==> config.mk <==
export PLATFORM = sky130hd
export DESIGN_NAME = sw_led_bank
export DESIGN_NICKNAME = d
export VERILOG_FILES = /design/src/rtl/sw_led_bank.sv
export SDC_FILE = /design/constraint.sdc
export NUM_CORES = 1
export LEC_CHECK = 0
export CAP_MARGIN = 20
export CORE_MARGIN = 8
export CORE_UTILIZATION = 61
export CTS_CLUSTER_DIAMETER = 150
export DETAILED_ROUTE_END_ITERATION = 10
export PLACE_DENSITY = 0.84
export REMOVE_ABC_BUFFERS = 1
export SLEW_MARGIN = 20
export SYNTH_ARGS = -nofsm -noshare
export SYNTH_HDL_FRONTEND = slang
export SYNTH_SLANG_ARGS = --single-unit
==> constraint.sdc <==
create_clock -name clk -period 7.55 [get_ports clk]
set_clock_uncertainty 0.2 [all_clocks]
set_input_delay 2.265 -clock clk [delete_from_list [all_inputs] [get_ports clk]]
set_output_delay 2.265 -clock clk [all_outputs]
set_load 0.05 [all_outputs]
==> src/rtl/sw_led_bank.sv <==
// sw_led_bank: N-channel switch front end. Each channel synchronises a raw switch,
// debounces it on a shared scan tick, emits press/release/long-press pulses and
// drives an LED in either toggle or momentary mode.
//
// Ports:
//   clk           system clock
//   rst           asynchronous active-high reset
//   sw[N]         raw asynchronous switch inputs
//   mode[N]       0 = LED toggles on press, 1 = LED follows debounced level
//   clr           synchronous clear of all toggle-mode LEDs
//   led[N]        LED drive
//   level[N]      debounced switch level
//   press_pulse   one-clk pulse on debounced 0->1
//   release_pulse one-clk pulse on debounced 1->0
//   long_pulse    one-clk pulse when a press has been held LONG_CNT ticks
module sw_led_bank #(
  parameter int unsigned N          = 4,
  parameter int unsigned DIV_RATIO  = 10,
  parameter int unsigned STABLE_CNT = 4,
  parameter int unsigned LONG_CNT   = 100
) (
  input  logic         clk,
  input  logic         rst,
  input  logic [N-1:0] sw,
  input  logic [N-1:0] mode,
  input  logic         clr,
  output logic [N-1:0] led,
  output logic [N-1:0] level,
  output logic [N-1:0] press_pulse,
  output logic [N-1:0] release_pulse,
  output logic [N-1:0] long_pulse
);

  localparam int unsigned DivW  = $clog2(DIV_RATIO);
  localparam int unsigned CntW  = $clog2(STABLE_CNT + 1);
  localparam int unsigned HoldW = $clog2(LONG_CNT + 1);

  localparam logic [DivW-1:0]  DivLast  = DivW'(DIV_RATIO - 1);
  localparam logic [CntW-1:0]  CntLast  = CntW'(STABLE_CNT - 1);
  localparam logic [HoldW-1:0] HoldMax  = HoldW'(LONG_CNT);
  localparam logic [HoldW-1:0] HoldPrev = HoldW'(LONG_CNT - 1);

  logic [N-1:0]     sync1_q, sync2_q;
  logic [DivW-1:0]  div_q, div_d;
  logic             tick_q, tick_d;
  logic [CntW-1:0]  cnt_q [N];
  logic [CntW-1:0]  cnt_d [N];
  logic [HoldW-1:0] hold_q [N];
  logic [HoldW-1:0] hold_d [N];
  logic [N-1:0]     level_q, level_d;
  logic [N-1:0]     press_q, press_d;
  logic [N-1:0]     release_q, release_d;
  logic [N-1:0]     long_q, long_d;
  logic [N-1:0]     led_q, led_d;

  // Scan divider: tick is registered, so it is high the cycle after div hits its last value.
  always_comb begin
    div_d  = (div_q == DivLast) ? '0 : div_q + 1'b1;
    tick_d = (div_q == DivLast);
  end

  always_comb begin
    level_d   = level_q;
    press_d   = '0;
    release_d = '0;
    long_d    = '0;
    led_d     = led_q;
    for (int i = 0; i < N; i++) begin
      cnt_d[i]  = cnt_q[i];
      hold_d[i] = hold_q[i];
    end

    for (int i = 0; i < N; i++) begin
      // Debounce: a new level is accepted only after STABLE_CNT consecutive differing samples.
      if (tick_q) begin
        if (sync2_q[i] == level_q[i]) begin
          cnt_d[i] = '0;
        end else if (cnt_q[i] == CntLast) begin
          level_d[i]   = sync2_q[i];
          cnt_d[i]     = '0;
          press_d[i]   = sync2_q[i];
          release_d[i] = ~sync2_q[i];
        end else begin
          cnt_d[i] = cnt_q[i] + 1'b1;
        end
      end

      // Hold counter looks at the registered level, so counting starts on the tick after
      // the press tick; saturation stops long_pulse from repeating.
      if (!level_q[i]) begin
        hold_d[i] = '0;
      end else if (tick_q && (hold_q[i] != HoldMax)) begin
        hold_d[i] = hold_q[i] + 1'b1;
        long_d[i] = (hold_q[i] == HoldPrev);
      end

      // Momentary LEDs ignore clr; toggle LEDs give clr priority over a press.
      if (mode[i]) begin
        led_d[i] = level_q[i];
      end else if (clr) begin
        led_d[i] = 1'b0;
      end else if (press_q[i]) begin
        led_d[i] = ~led_q[i];
      end
    end
  end

  always_ff @(posedge clk or posedge rst) begin
    if (rst) begin
      sync1_q   <= '0;
      sync2_q   <= '0;
      div_q     <= '0;
      tick_q    <= 1'b0;
      level_q   <= '0;
      press_q   <= '0;
      release_q <= '0;
      long_q    <= '0;
      led_q     <= '0;
      for (int i = 0; i < N; i++) begin
        cnt_q[i]  <= '0;
        hold_q[i] <= '0;
      end
    end else begin
      sync1_q   <= sw;
      sync2_q   <= sync1_q;
      div_q     <= div_d;
      tick_q    <= tick_d;
      level_q   <= level_d;
      press_q   <= press_d;
      release_q <= release_d;
      long_q    <= long_d;
      led_q     <= led_d;
      for (int i = 0; i < N; i++) begin
        cnt_q[i]  <= cnt_d[i];
        hold_q[i] <= hold_d[i];
      end
    end
  end

  assign led           = led_q;
  assign level         = level_q;
  assign press_pulse   = press_q;
  assign release_pulse = release_q;
  assign long_pulse    = long_q;

endmodule

# == Word level (Yosys, flattened, before mapping) ==
# Cells that the tools add are included.
# W data, S select, Z words.
# word_totals
wordCells,138
input_bits,11
regBits,73
output_inout_bits,20
# op_classes
mux,61
eq_ne,21
reduce_logical,12
n_addsub,9
bitwise,12
# op_table
operator,count
$mux W7,8
$mux W1,44
$add A7 B1 Y7 const B,4
$eq A7 B7 Y1 const B,4
$ne A7 B7 Y1 const B,4
$mux W3,8
$add A3 B1 Y3 const B,4
$eq A3 B2 Y1 const B,4
$not A1 Y1,12
$reduce_and A3 Y1,4
$reduce_bool A3 Y1,4
$ne A2 B1 Y1 const B,4
$add A4 B1 Y4 const B,1
$eq A1 B1 Y1,4
$eq A4 B4 Y1 const B,1
$logic_and A1 B1 Y1,4
$mux W4,1

# == Longest topological paths before layout ==
# logic_depth
depth_word,4
mapped_depth,5
depth_no_buf,4

# == Worst setup path after synthesis ==
# No wires, ideal clock.
# synth_path
path_kind,register to output
from,register level_q[0] (netlist: level[0])
to,output port level[0]
required_time_ns,5.085
path_stages_with_launch,1
n_path_buf,0
slack_ns,4.458
arrival_time_ns,0.627
path_cell_list,dfrtp_1
# synth_rtl
element,line_no,rtl
"start, declared",50,"logic [N-1:0] level_q, level_d;"
"start signal, assigned",128,level_q <= level_d;
"end, declared",28,"output logic [N-1:0] level,"
# No word-level cell between the ends.

# == Worst setup path in the final report ==
# layout_path
from,register level_q[3] (netlist: level[3])
to,output port level[3]
# No word-level cell between the ends.

==> impl_metrics.json <==
{
  "outcome": "completed",
  "grt_pass1_vias": 2317,
  "dieArea_um2": 7863,
  "synth_top_family_by_area": "simple AND/OR/NAND/NOR gates",
  "power_per_cell_area_nw_per_um2": 198.4,
  "yosysWarnings": 0,
  "crit_path_start_kind": "flop",
  "cap_viol_max_count": 0,
  "grt_start_max_net_pins": 74,
  "vdd_ir_drop_max_mv": 0.1359,
  "avgRoutedWirePerCell_um": 14.91,
  "row_count": 26,
  "rr_startpoint": "tick_q$_DFF_PP0_",
  "placement.io_buffers": 30,
  "highest-signal-layer": "met4",
  "post_cts_hold_fix_bufs": 0,
  "whs_path_depth": 0,
  "worst_slack_ps": 3301,
  "drc": 0,
  "timing.critical_path.buf_inv": 1,
  "synth_xor_area_frac": 0.03534,
  "timing_worst_slew_pin_value_ps": 907.4,
  "post_route_antenna_net_violation_count": 0,
  "critPathTopFamily": "buffers and inverters",
  "totalNegativeSetupSlack_ps": 0,
  "synthMuxAreaShare": 0.04932,
  "floorplan.die.height_um": 88.68,
  "routedLengthMet1_mm": 2.502,
  "critPathMaxFanout": 12,
  "seq_area_frac_synth": 0.5670,
  "ios": 31,
  "cts-resized-gates": 0,
  "tritoncts_num_sinks": 73,
  "numCtsBuffers": 9,
  "hold_path.startpoint": "sync1_q[2]$_DFF_PP0_",
  "yosys_register_bits": 73,
  "required_ps": 5090,
  "critical_path.cell_chain": "clkdlybuf4s50_1",
  "routed-wl-met2_mm": 3.142,
  "floorplan.core_area_um2": 5107,
  "drive_above_1_share": 0.08157,
  "layout_worst_path_cycle_share": 0.5628,
  "max_slew_margin": 0.3951,
  "crit_slowest_cell": "clkdlybuf4s50_1",
  "fillerInstances": 379,
  "routed_wirelength_mm": 5.977,
  "maxClockFrequency_mhz": 235.4,
  "min_path_type": "reg2reg",
  "drt_pre_antenna_iters": 4,
  "path_clk_slew_ps": 70,
  "rsz0062_at_grt": "no",
  "grt_overflow_total": 0,
  "h_tree_level_count": 3,
  "antenna_found_initial": 0,
  "hold_viol": 0,
  "most-common-layout-cells": "dfrtp_1, nand2_1, clkdlybuf4s50_1",
  "finalPower_uw": 750.3,
  "fin_nets": 351,
  "routed_via_density": 5.743,
  "initial_utilization": 0.6308,
  "r2r.worst_path.cells": 3,
  "layout.cells.most_common": "dfrtp_1",
  "drt_iter0_drc": 135,
  "place_worst_setup_slack_ps": 3661,
  "clock_tree.buffer_depth": 2,
  "tritoncts_clock_tree": "yes",
  "antennaDiodeCount": 0,
  "setup_violations": 0,
  "cts_root_buffer": "clkbuf_8",
  "die_width_um": 88.68,
  "cpPeakStageDelay_ps": 880,
  "syn-cell-area_um2": 3222,
  "globalRouteTotalUtil": 0.1671,
  "synth_area_in_compound_gates": 0.1014,
  "clock_insertion_delay_worst_skew_ps": 340,
  "wl_met3_um": 267,
  "dr_total_vias": 2303,
  "r2r-end": "level[3]$_DFFE_PP0P_",
  "post_synth.cell_area_avg_um2": 10.96,
  "timing.final.crit_period_ps": 4249,
  "netlist_instances": 294,
  "place_congestion": 0.8506,
  "hold_path_end": "sync2_q[2]$_DFF_PP0_",
  "hpwl_mm": 4.103,
  "grt_first_pass_wirelength_mm": 9.991,
  "share_of_synthesized_cell_area_in_full_adder_half_adder_and_majority_cells": 0.04660,
  "critical_path_start_end_classification": "reg2out",
  "reg2reg_setup_slack_ps": 5050,
  "yosys.cell_types.count": 32,
  "postCtsSetupBuffers": 0,
  "drv_slew": 0,
  "syn_to_final_growth_pct": 17.40,
  "p_leak_nw": 1.581,
  "worstSetupEndpointType": "output port",
  "cp_data_arrival_time_ps": 1780,
  "synthSimpleGateAreaFrac": 0.1689
}
==> cell families (layout without fill, tap and decap cells) <==
kind of cell             count (synthesis)  in the layout
flip-flops                              73             73
XOR/XNOR                                13             13
AND/OR/NAND/NOR                        102            102
AO/OA/AOI/OAI                           54             54
buffers and inverters                   25             62
adder cells (fa/ha/maj)                 12             12
multiplexers                            15             15
==> stage by stage <==
stage	hold WS, ps	area, um2	std cells	util
finish	150.9	3782	401	0.7406
floorplan	131.2	3184	286	-
CTS	153.5	3782	401	0.7406
detailed placement	137.1	3580	387	0.7009
global placement	131.3	3580	387	0.7009
global route	159.8	3782	401	0.7406
==> state kept, by name, indices dropped and copies added, names as in the netlist, 4 cells and up <==
name and flops:
release_pulse 4, div_q 4, sync1_q 4, press_pulse 4
led 4, long_pulse 4, level 4, cnt_q 12
sync2_q 4, hold_q 28
==> worst max path at each step <==
stage | from | to | cells after the start
3_5_place_dp | level[3]$_DFFE_PP0P_ | level[3] | 1
5_1_grt | level[1]$_DFFE_PP0P_ | level[1] | 1
2_1_floorplan | rst | cnt_q[0]$_DFFE_PP0P_ | 1
3_3_place_gp | level[3]$_DFFE_PP0P_ | level[3] | 1
4_1_cts | level[3]$_DFFE_PP0P_ | level[3] | 1
6_report | level[3]$_DFFE_PP0P_ | level[3] | 1
==> synth_stat cells, drive strengths merged <==
cell | instances | area, um2
a22o | 1 | 8.760
nor3b | 4 | 30.03
o31ai | 4 | 30.03
or3 | 9 | 56.30
nand3 | 3 | 15.01
nor3 | 9 | 45.04
nor2b | 4 | 25.02
ha | 12 | 150.1
and4b | 3 | 30.03
clkbuf | 4 | 15.01
xnor2 | 8 | 70.07
a311o | 1 | 10.01
and4bb | 4 | 50.05
buf | 4 | 22.52
a31oi | 7 | 43.79
nor2 | 4 | 15.01
inv | 17 | 63.81
o2bb2ai | 4 | 35.03
a211o | 3 | 26.28
mux2 | 7 | 78.83
nor4b | 1 | 8.760
a21o | 1 | 7.510
xor2 | 5 | 43.79
nand4 | 8 | 50.05
and2 | 6 | 37.54
dfrtp | 73 | 1827
a21oi | 15 | 75.07
nand2 | 45 | 168.9
o21ai | 18 | 90.09
nand2b | 2 | 12.51
mux2i | 8 | 80.08
==> area by class of cell <==
class                   count  area, um2  area share
multi-input cells         196       1294      0.3420
well taps                  70      87.58     0.02316
clock inverters             2      37.54    0.009924
flip-flops and latches     73       1827      0.4830
clock buffers              12      165.2     0.04367
inverters                  17      63.81     0.01687
repair buffers             31      307.8     0.08138
==> per-layer routing <==
metal,vias up,GRT usage
li1,1097,-
met1,1158,0.1658
met2,39,0.3086
met3,9,0.06500
met4,0,0.05376
met5,-,0
==> report_power, final <==
part           total (mW)  internal, mW  switching (mW)
logic              0.0367        0.0151          0.0216
clock network       0.308         0.176           0.132
registers           0.406         0.398         0.00709
total               0.750         0.590           0.161
Power figures use the tool's default switching activity.
